$ cat src/rtl/fixed_arith_pkg.sv
// Shared fixed-point arithmetic definitions: Q10.10 widths, constants and the
// iterative-unit state encoding used by the power and root blocks.
package fixed_arith_pkg;

  localparam int DATA_W = 20;
  localparam int PROD_W = 40;

  localparam logic [DATA_W-1:0] ONE_Q = 20'h00400;
  localparam logic [DATA_W-1:0] SAT_Q = 20'hFFFFF;

  typedef enum logic [1:0] {
    IDLE = 2'd0,
    MUL  = 2'd1,
    DONE = 2'd2
  } arith_state_e;

endpackage

$ cat src/rtl/fixed_mul_q10.sv
// Combinational unsigned fixed-point multiply: full product, >>FRAC_W
// truncation toward zero, and overflow flag when the result exceeds DW bits.
module fixed_mul_q10 #(
  parameter int DW     = 20,
  parameter int FRAC_W = 10
) (
  input  logic [DW-1:0] a_i,
  input  logic [DW-1:0] b_i,
  output logic [DW-1:0] res_o,
  output logic          ovf_o
);

  logic [2*DW-1:0] prod;

  assign prod  = {{DW{1'b0}}, a_i} * {{DW{1'b0}}, b_i};
  assign res_o = prod[FRAC_W +: DW];
  // Any bit above the retained window means the shifted result does not fit.
  assign ovf_o = |prod[2*DW-1:DW+FRAC_W];

endmodule

$ cat src/rtl/fixed_power.sv
// Iterative Q10.10 power unit, y = x^n, one multiply per cycle with saturation.
// Optional FIXED_POWER_EARLY_EXIT_EN: finish as soon as the result saturates.
module fixed_power
  import fixed_arith_pkg::*;
#(
  parameter int FRAC_W = 10,
  parameter int INT_W  = 10
) (
  input  logic                    clk,
  input  logic                    rst,
  input  logic                    in_valid,
  input  logic [INT_W+FRAC_W-1:0] in_data_1,
  input  logic [2:0]              in_data_2,
  output logic                    out_valid,
  output logic [INT_W+FRAC_W-1:0] out_data
);

  localparam int DW = INT_W + FRAC_W;
  localparam logic [DW-1:0] ONE_L = DW'(1) << FRAC_W;
  localparam logic [DW-1:0] SAT_L = '1;

  arith_state_e  state_q;
  logic [DW-1:0] base_q, acc_q, out_data_q;
  logic [2:0]    cnt_q;
  logic          sat_q, out_valid_q;

  logic [DW-1:0] mul_res, acc_d;
  logic          mul_ovf, sat_d, last_d;

  fixed_mul_q10 #(.DW(DW), .FRAC_W(FRAC_W)) u_mul (
    .a_i   (acc_q),
    .b_i   (base_q),
    .res_o (mul_res),
    .ovf_o (mul_ovf)
  );

  // Saturation is sticky: once hit, later multiplies cannot pull acc back down.
  always_comb begin
    sat_d = sat_q | mul_ovf;
    acc_d = sat_d ? SAT_L : mul_res;
`ifdef FIXED_POWER_EARLY_EXIT_EN
    last_d = (cnt_q == 3'd1) || mul_ovf;
`else
    last_d = (cnt_q == 3'd1);
`endif
  end

  always_ff @(posedge clk) begin
    if (rst) begin
      state_q     <= IDLE;
      base_q      <= '0;
      acc_q       <= '0;
      cnt_q       <= '0;
      sat_q       <= 1'b0;
      out_valid_q <= 1'b0;
      out_data_q  <= '0;
    end else begin
      case (state_q)
        IDLE: begin
          out_valid_q <= 1'b0;
          out_data_q  <= '0;
          if (in_valid) begin
            base_q  <= in_data_1;
            cnt_q   <= in_data_2;
            acc_q   <= ONE_L;
            sat_q   <= 1'b0;
            state_q <= (in_data_2 == 3'd0) ? DONE : MUL;
          end
        end
        MUL: begin
          acc_q <= acc_d;
          sat_q <= sat_d;
          cnt_q <= cnt_q - 3'd1;
          if (last_d) state_q <= DONE;
        end
        DONE: begin
          out_valid_q <= 1'b1;
          out_data_q  <= acc_q;
          state_q     <= IDLE;
        end
        default: state_q <= IDLE;
      endcase
    end
  end

  assign out_valid = out_valid_q;
  assign out_data  = out_data_q;

endmodule

$ cat config.mk
export PLATFORM = sky130hd
export DESIGN_NAME = fixed_power
export DESIGN_NICKNAME = d
export VERILOG_FILES = /design/src/rtl/fixed_arith_pkg.sv /design/src/rtl/fixed_mul_q10.sv /design/src/rtl/fixed_power.sv
export SDC_FILE = /design/constraint.sdc
export NUM_CORES = 1
export LEC_CHECK = 0
export ABC_AREA = 1
export BUFFER_PORTS_ARGS = -buffer_cell sky130_fd_sc_hd__buf_4
export CORE_MARGIN = 1
export CORE_UTILIZATION = 40
export DETAILED_ROUTE_END_ITERATION = 10
export SYNTH_ARGS = -nofsm -noshare
export SYNTH_HDL_FRONTEND = slang
export SYNTH_SLANG_ARGS = --single-unit
$ cat constraint.sdc
create_clock -name clk -period 8.7 [get_ports clk]
set_input_delay 0.435 -clock clk [delete_from_list [all_inputs] [get_ports clk]]
set_output_delay 0.435 -clock clk [all_outputs]
set_load 0.02 [all_outputs]
# Word-level counts from Yosys, hierarchy flattened
# Index checks and enable logic that the tools add are counted.
op_classes:
  addsub: 1
  mul: 1
  eq_ne: 5
  muxes: 13
  bitwise: 1
  n_reduce_logical: 8
op_table:
  columns: ["operator", "count"]
  rows:
  - ["$pmux 20 s2", 2]
  - ["$mul 20x20->40", 1]
  - ["$mux 20", 2]
  - ["$reduce_or 10->1", 1]
  - ["$mux 2", 3]
  - ["$pmux 3 s2", 1]
  - ["$reduce_and 2->1", 3]
  - ["$ne 2x2->1 const B", 2]
  - ["$pmux 1 s2", 2]
  - ["$pmux 2 s2", 1]
  - ["$reduce_bool 2->1", 2]
  - ["$eq 3x1->1 const B", 1]
  - ["$logic_not 3->1", 1]
  - ["$mux 3", 1]
  - ["$sub 3x1->3 const B", 1]
  - ["$eq 2x1->1 const B", 1]
  - ["$eq 2x2->1 const B", 1]
  - ["$logic_not 2->1", 1]
  - ["$mux 1", 1]
  - ["$or 1x1->1", 1]
totals:
  ff_bits: 67
  inputBits: 26

# Depth between registers and ports, before layout
depth:
  ltp_word: 5
  depth_mapped: 33
  ltp_nobuf: 30

# Modules after synthesis
# Synthesis repeated with hierarchy kept, for this count alone.
unflattened:
  cells_unflattened: 2343
  hier_area_um2: 17072.6
by_module_without_submodules:
  columns: ["module", "instances", "cells_each", "area_each_um2", "seq_area_each_um2"]
  rows:
  - ["fixed_mul_q10", 1, 2019, 14572.7, 0.0]
  - ["fixed_power", 1, 324, 2499.9, 1341.3]

# Worst setup path after synthesis
# OpenSTA, ideal clock, no wires.
synth_timing:
  kind: "reg-to-reg"
  from: "reg acc_q[1]"
  to: "reg acc_q[0]"
  setup_time_ps: 142
  arrival_ps: 6124
  path_slack_ps: 2434
  stages_incl_launch_ff: 30
  path_buffers: 3
  path_cell_list: "dfxtp_1 > clkbuf_1 > clkbuf_1 > nand2_1 > fa_1 > fa_1 > inv_1 > fa_1 > fa_1 > fa_1 > fa_1 > inv_1 > fa_1 > inv_1 > ha_1 > nand2_2 > inv_2 > nand2_1 > nand3_1 > a21oi_2 > nand3_2 > nand2_2 > nand2_1 > nand2_1 > nand2_1 > nor2_2 > nand4_2 > o21bai_4 > buf_8 > a21oi_2"
synth_via:
  elab_chain_cells: 5
synth_rtl:
  columns: ["item", "line", "source"]
  rows:
  - ["start, declared", "fixed_power.sv:23", "logic [DW-1:0] base_q, acc_q, out_data_q;"]
  - ["start signal, assigned", "fixed_power.sv:52", "acc_q <= '0;"]
  - ["start signal, assigned", "fixed_power.sv:65", "acc_q <= ONE_L;"]
  - ["start signal, assigned", "fixed_power.sv:71", "acc_q <= acc_d;"]
  - ["$mul 20x20->40 (*)", "fixed_mul_q10.sv:15", "assign prod = {{DW{1'b0}}, a_i} * {{DW{1'b0}}, b_i};"]
  - ["$reduce_or 10->1", "fixed_mul_q10.sv:18", "assign ovf_o = |prod[2*DW-1:DW+FRAC_W];"]
  - ["$or 1x1->1", "fixed_power.sv:39", "sat_d = sat_q | mul_ovf;"]
  - ["$mux 20 (*)", "fixed_power.sv:40", "acc_d = sat_d ? SAT_L : mul_res;"]
  - ["$pmux 20 s2 (*)", "fixed_power.sv:58", "case (state_q)"]
# Every way passes the cells marked *; elsewhere a longest branch is shown, timed or not.
# A chain may end at the register's enable or synchronous reset.

# Worst setup path in the final report
layout_timing:
  from: "reg acc_q[12]"
  to: "reg acc_q[0]"
layout_via:
  elab_chain_cells: 5
layout_rtl:
  columns: ["item", "line"]
  rows:
  - ["$mul 20x20->40", "fixed_mul_q10.sv:15"]
  - ["$reduce_or 10->1", "fixed_mul_q10.sv:18"]
  - ["$or 1x1->1", "fixed_power.sv:39"]
  - ["$mux 20", "fixed_power.sv:40"]
  - ["$pmux 20 s2", "fixed_power.sv:58"]
# No other way between the ends.

==> impl_metrics.toml <==
[route]
drc = 0
vias = 13942
postRouteAntennaNets = 0
drt_iter0_markers = 986
viasPerCell = 4.85
wl_per_cell_um = 16.6
drt_pre_antenna_iters = 5
drt_wl_total_um = 47600

[critical_path]
crit_cells = 26
r2r_start = "acc_q[12]"
crit_path_frequent_cell = "fa_1"
crit_type = "reg2reg"
slowest_stage = "dfxtp_1"
crit_buf_inv = 4
critPathTopFamily = "adder cells"
reg2reg_to = "acc_q[0]"
r2r_slack_ps = 1050
crit_start = "acc_q[12]"
cp-end-kind = "register"
ff2ff_path_depth = 26
arrival_ps = 7880
crit_required_ps = 8930
critPathLaunchType = "register"
endpoint = "acc_q[0]"
crit_fanout = 22
critPathMaxStageDelay_ps = 1160

[logic_synthesis]
synth.avg_cell_area_um2 = 7.34
synth_area_um2 = 17200
synth_edf_count = 0
synth.distinct_cells = 44
yosysWarnings = 0
synthArstFlopShare_pct = 0
syn_inst = 2338
ys_ff_latch = 67
synthFlopType = "dfxtp_1"
synth_nets = 2833
yosysSeqAreaShare_pct = 7.81

[grt]
grt_max_degree = 45
grt_pass1_wl_um = 79000
grt.total_usage_pct = 23.2
grt-ovfl-total = 0
antenna_found_initial = 0
grt_pass1_vias = 14788

[sta]
hold_viol_final = 0
fin_crit_sh_pct = 88.0
fin_crit_ps = 7650
max_freq_mhz = 131
worst_slew_pin_slew_ps = 1250
worst_clock_skew_ps = 16.7
timing.hold.ws_ps = 289
slew_violations = 0
setup_viol = 0
grt_setup_unrepaired = "no"
finalSetupTns_ps = 0
slew_headroom_pct = 16.3

[place]
dp_hpwl_um = 39200
routabilityCongestion = 0.878
io_buffers = 46

[clock_tree]
cts_tree = "built"
cts.sinks = 67
clockRootBuffer = "clkbuf_16"
clk_latency_ps = 370
cts_buffers = 9
cts-hold-fix-buffers = 0
cts_htree_levels = 3
clock_path_buffers = 2
cts.repair.resized = 0
post-cts-setup-buffer-count = 0
cts.clk_slew.worst_paths_ps = 70

[floorplanning]
die_area_um2 = 43800
io-pin-count = 47
start_util_pct = 40.7
die_h_um = 209
rows = 75
coreArea_um2 = 42100
dieWidth_um = 209

[worst_hold_path]
min_path_type = "in2reg"
hold_start = "in_data_1[8]"

[flow_run]
drv_cap = 0

[power_and_ir_drop]
p_leak_nw = 11.2
peakVddDrop_v = 0.000222
p_per_area_nw_per_um2 = 319

[run_status]
status = "completed"

[final_layout]
final_net_count = 2822
fillers = 4283
area_delta_synth_final_pct = 6.91
drive_gt1_share_pct = 7.93
## sequential cells by signal, summed over array words and instances (netlist names)
signal / flops
acc_q: 20
base_q: 20
out_data: 20
cnt_q: 3
state_q: 2
out_valid: 1
sat_q: 1
## worst min-delay path by stage
stage / endpoint / slack, ps / cells after the start
floorplan: cnt_q[1] / 450 / 2
CTS: base_q[8] / 280 / 3
finish: base_q[8] / 290 / 3
global route: base_q[4] / 310 / 3
detailed placement: out_data[7] / 450 / 2
global placement: out_data[19] / 450 / 2
## synthesized netlist by cell type (2+ instances only)
library cell,number,share of area [%]
o21bai_1,2,0.087
fa_1,319,37
dfxtp_1,67,7.8
nor3_1,10,0.29
nand2_1,620,14
nand2_4,4,0.26
a21oi_1,74,2.2
nand2_2,24,0.87
xor2_1,5,0.26
buf_8,2,0.17
nor2_2,7,0.26
nand4_1,4,0.15
nand3_1,36,1.0
nand3_2,7,0.41
a22oi_1,4,0.17
xnor2_1,7,0.36
o21ai_0,50,1.5
buf_1,6,0.13
inv_2,9,0.20
nor2_1,100,2.2
buf_2,2,0.058
inv_1,677,15
a31oi_1,5,0.18
clkbuf_1,91,2.0
o21ai_1,5,0.15
nand3b_1,2,0.087
clkinv_1,2,0.044
a21oi_2,23,1.2
o21a_1,4,0.17
nor2_4,7,0.46
ha_1,150,11
## cells by family (layout without fill, tap and decap cells)
| kind of cell | count (synthesis) | in the layout | share of synthesized area (%) |
|---|---|---|---|
| simple gates | 827 | 827 | 20.1 |
| buf+inv | 791 | 785 | 17.5 |
| fa+ha+maj | 469 | 469 | 48.1 |
| compound gates | 172 | 172 | 5.90 |
| flops | 67 | 67 | 7.81 |
| xor+xnor | 12 | 12 | 0.612 |
| other cells | 0 | 1 | 0 |
## cells in the final DEF (no fill, tap or decap), types with 7 or more instances in the layout
| cell | synthesis | final |
|---|---|---|
| inv_1 | 677 | 677 |
| nand2_1 | 620 | 620 |
| fa_1 | 319 | 319 |
| ha_1 | 150 | 150 |
| nor2_1 | 100 | 100 |
| buf_4 | 0 | 80 |
| a21oi_1 | 74 | 74 |
| dfxtp_1 | 67 | 67 |
| o21ai_0 | 50 | 50 |
| nand3_1 | 36 | 36 |
| nand2_2 | 24 | 24 |
| a21oi_2 | 23 | 23 |
| nor3_1 | 10 | 10 |
| inv_2 | 9 | 9 |
| clkbuf_16 | 0 | 9 |
| nor2_2 | 7 | 7 |
| nor2_4 | 7 | 7 |
| nand3_2 | 7 | 7 |
| xnor2_1 | 7 | 7 |
## area by class of cell
cell class                 count  area, µm²  area share [%]
inverter                     689       2590            14.1
antenna                        1       2.50          0.0136
clock inverter                 6       95.1           0.518
sequential                    67       1340            7.31
timing repair buffer          80        601            3.27
multi-input combinational   1480      12800            69.9
clock buffer                  10        229            1.25
tap                          539        674            3.67
## where the power goes
part	leakage [nW]	switching, mW	internal (mW)
combinational	10.5	3.01	1.65
sequential	0.549	0.373	0.399
clock	0.158	0.170	0.255
total	11.2	3.55	2.31
## worst reg2reg max path, cell delays in order, from the launching register on
cell and delay (ps):
dfxtp_1 1160, nand2_1 180, fa_1 540, fa_1 460, fa_1 550, inv_1 60
fa_1 570, fa_1 440, fa_1 540, inv_1 80, fa_1 480, inv_1 50
ha_1 380, nand2_2 180, inv_2 50, nand2_1 60, nand3_1 120, a21oi_2 150
nand3_2 140, nand2_2 100, nand2_1 50, nand2_1 60, nand2_1 50, nor2_2 110
nand4_2 170, o21bai_4 670, a21oi_2 110
## metal layers
layer,wire length (µm),part of all wire (%),GRT usage (%),vias up
met5,0,0,0,-
met4,612,1.3,4.94,0
met3,2670,5.6,2.86,32
met2,22800,48,38.9,348
met1,21600,45,32.2,6931
li1,-,-,-,6631
## metrics by stage
step | std cells | instance area [µm²] | setup WS [ps] | power, mW | util, %
global placement | 2855 | 18000 | 1170 | 5.37 | 42.8
detailed placement | 2855 | 18000 | 1120 | 5.38 | 42.8
floorplan | 2338 | 17200 | 2430 | 3.93 | -
finish | 2872 | 18400 | 1050 | 5.86 | 43.6
global route | 2871 | 18400 | 730 | 6.48 | 43.6
CTS | 2871 | 18400 | 1070 | 5.89 | 43.6
Note: power is estimated with default switching activity, not from simulation.
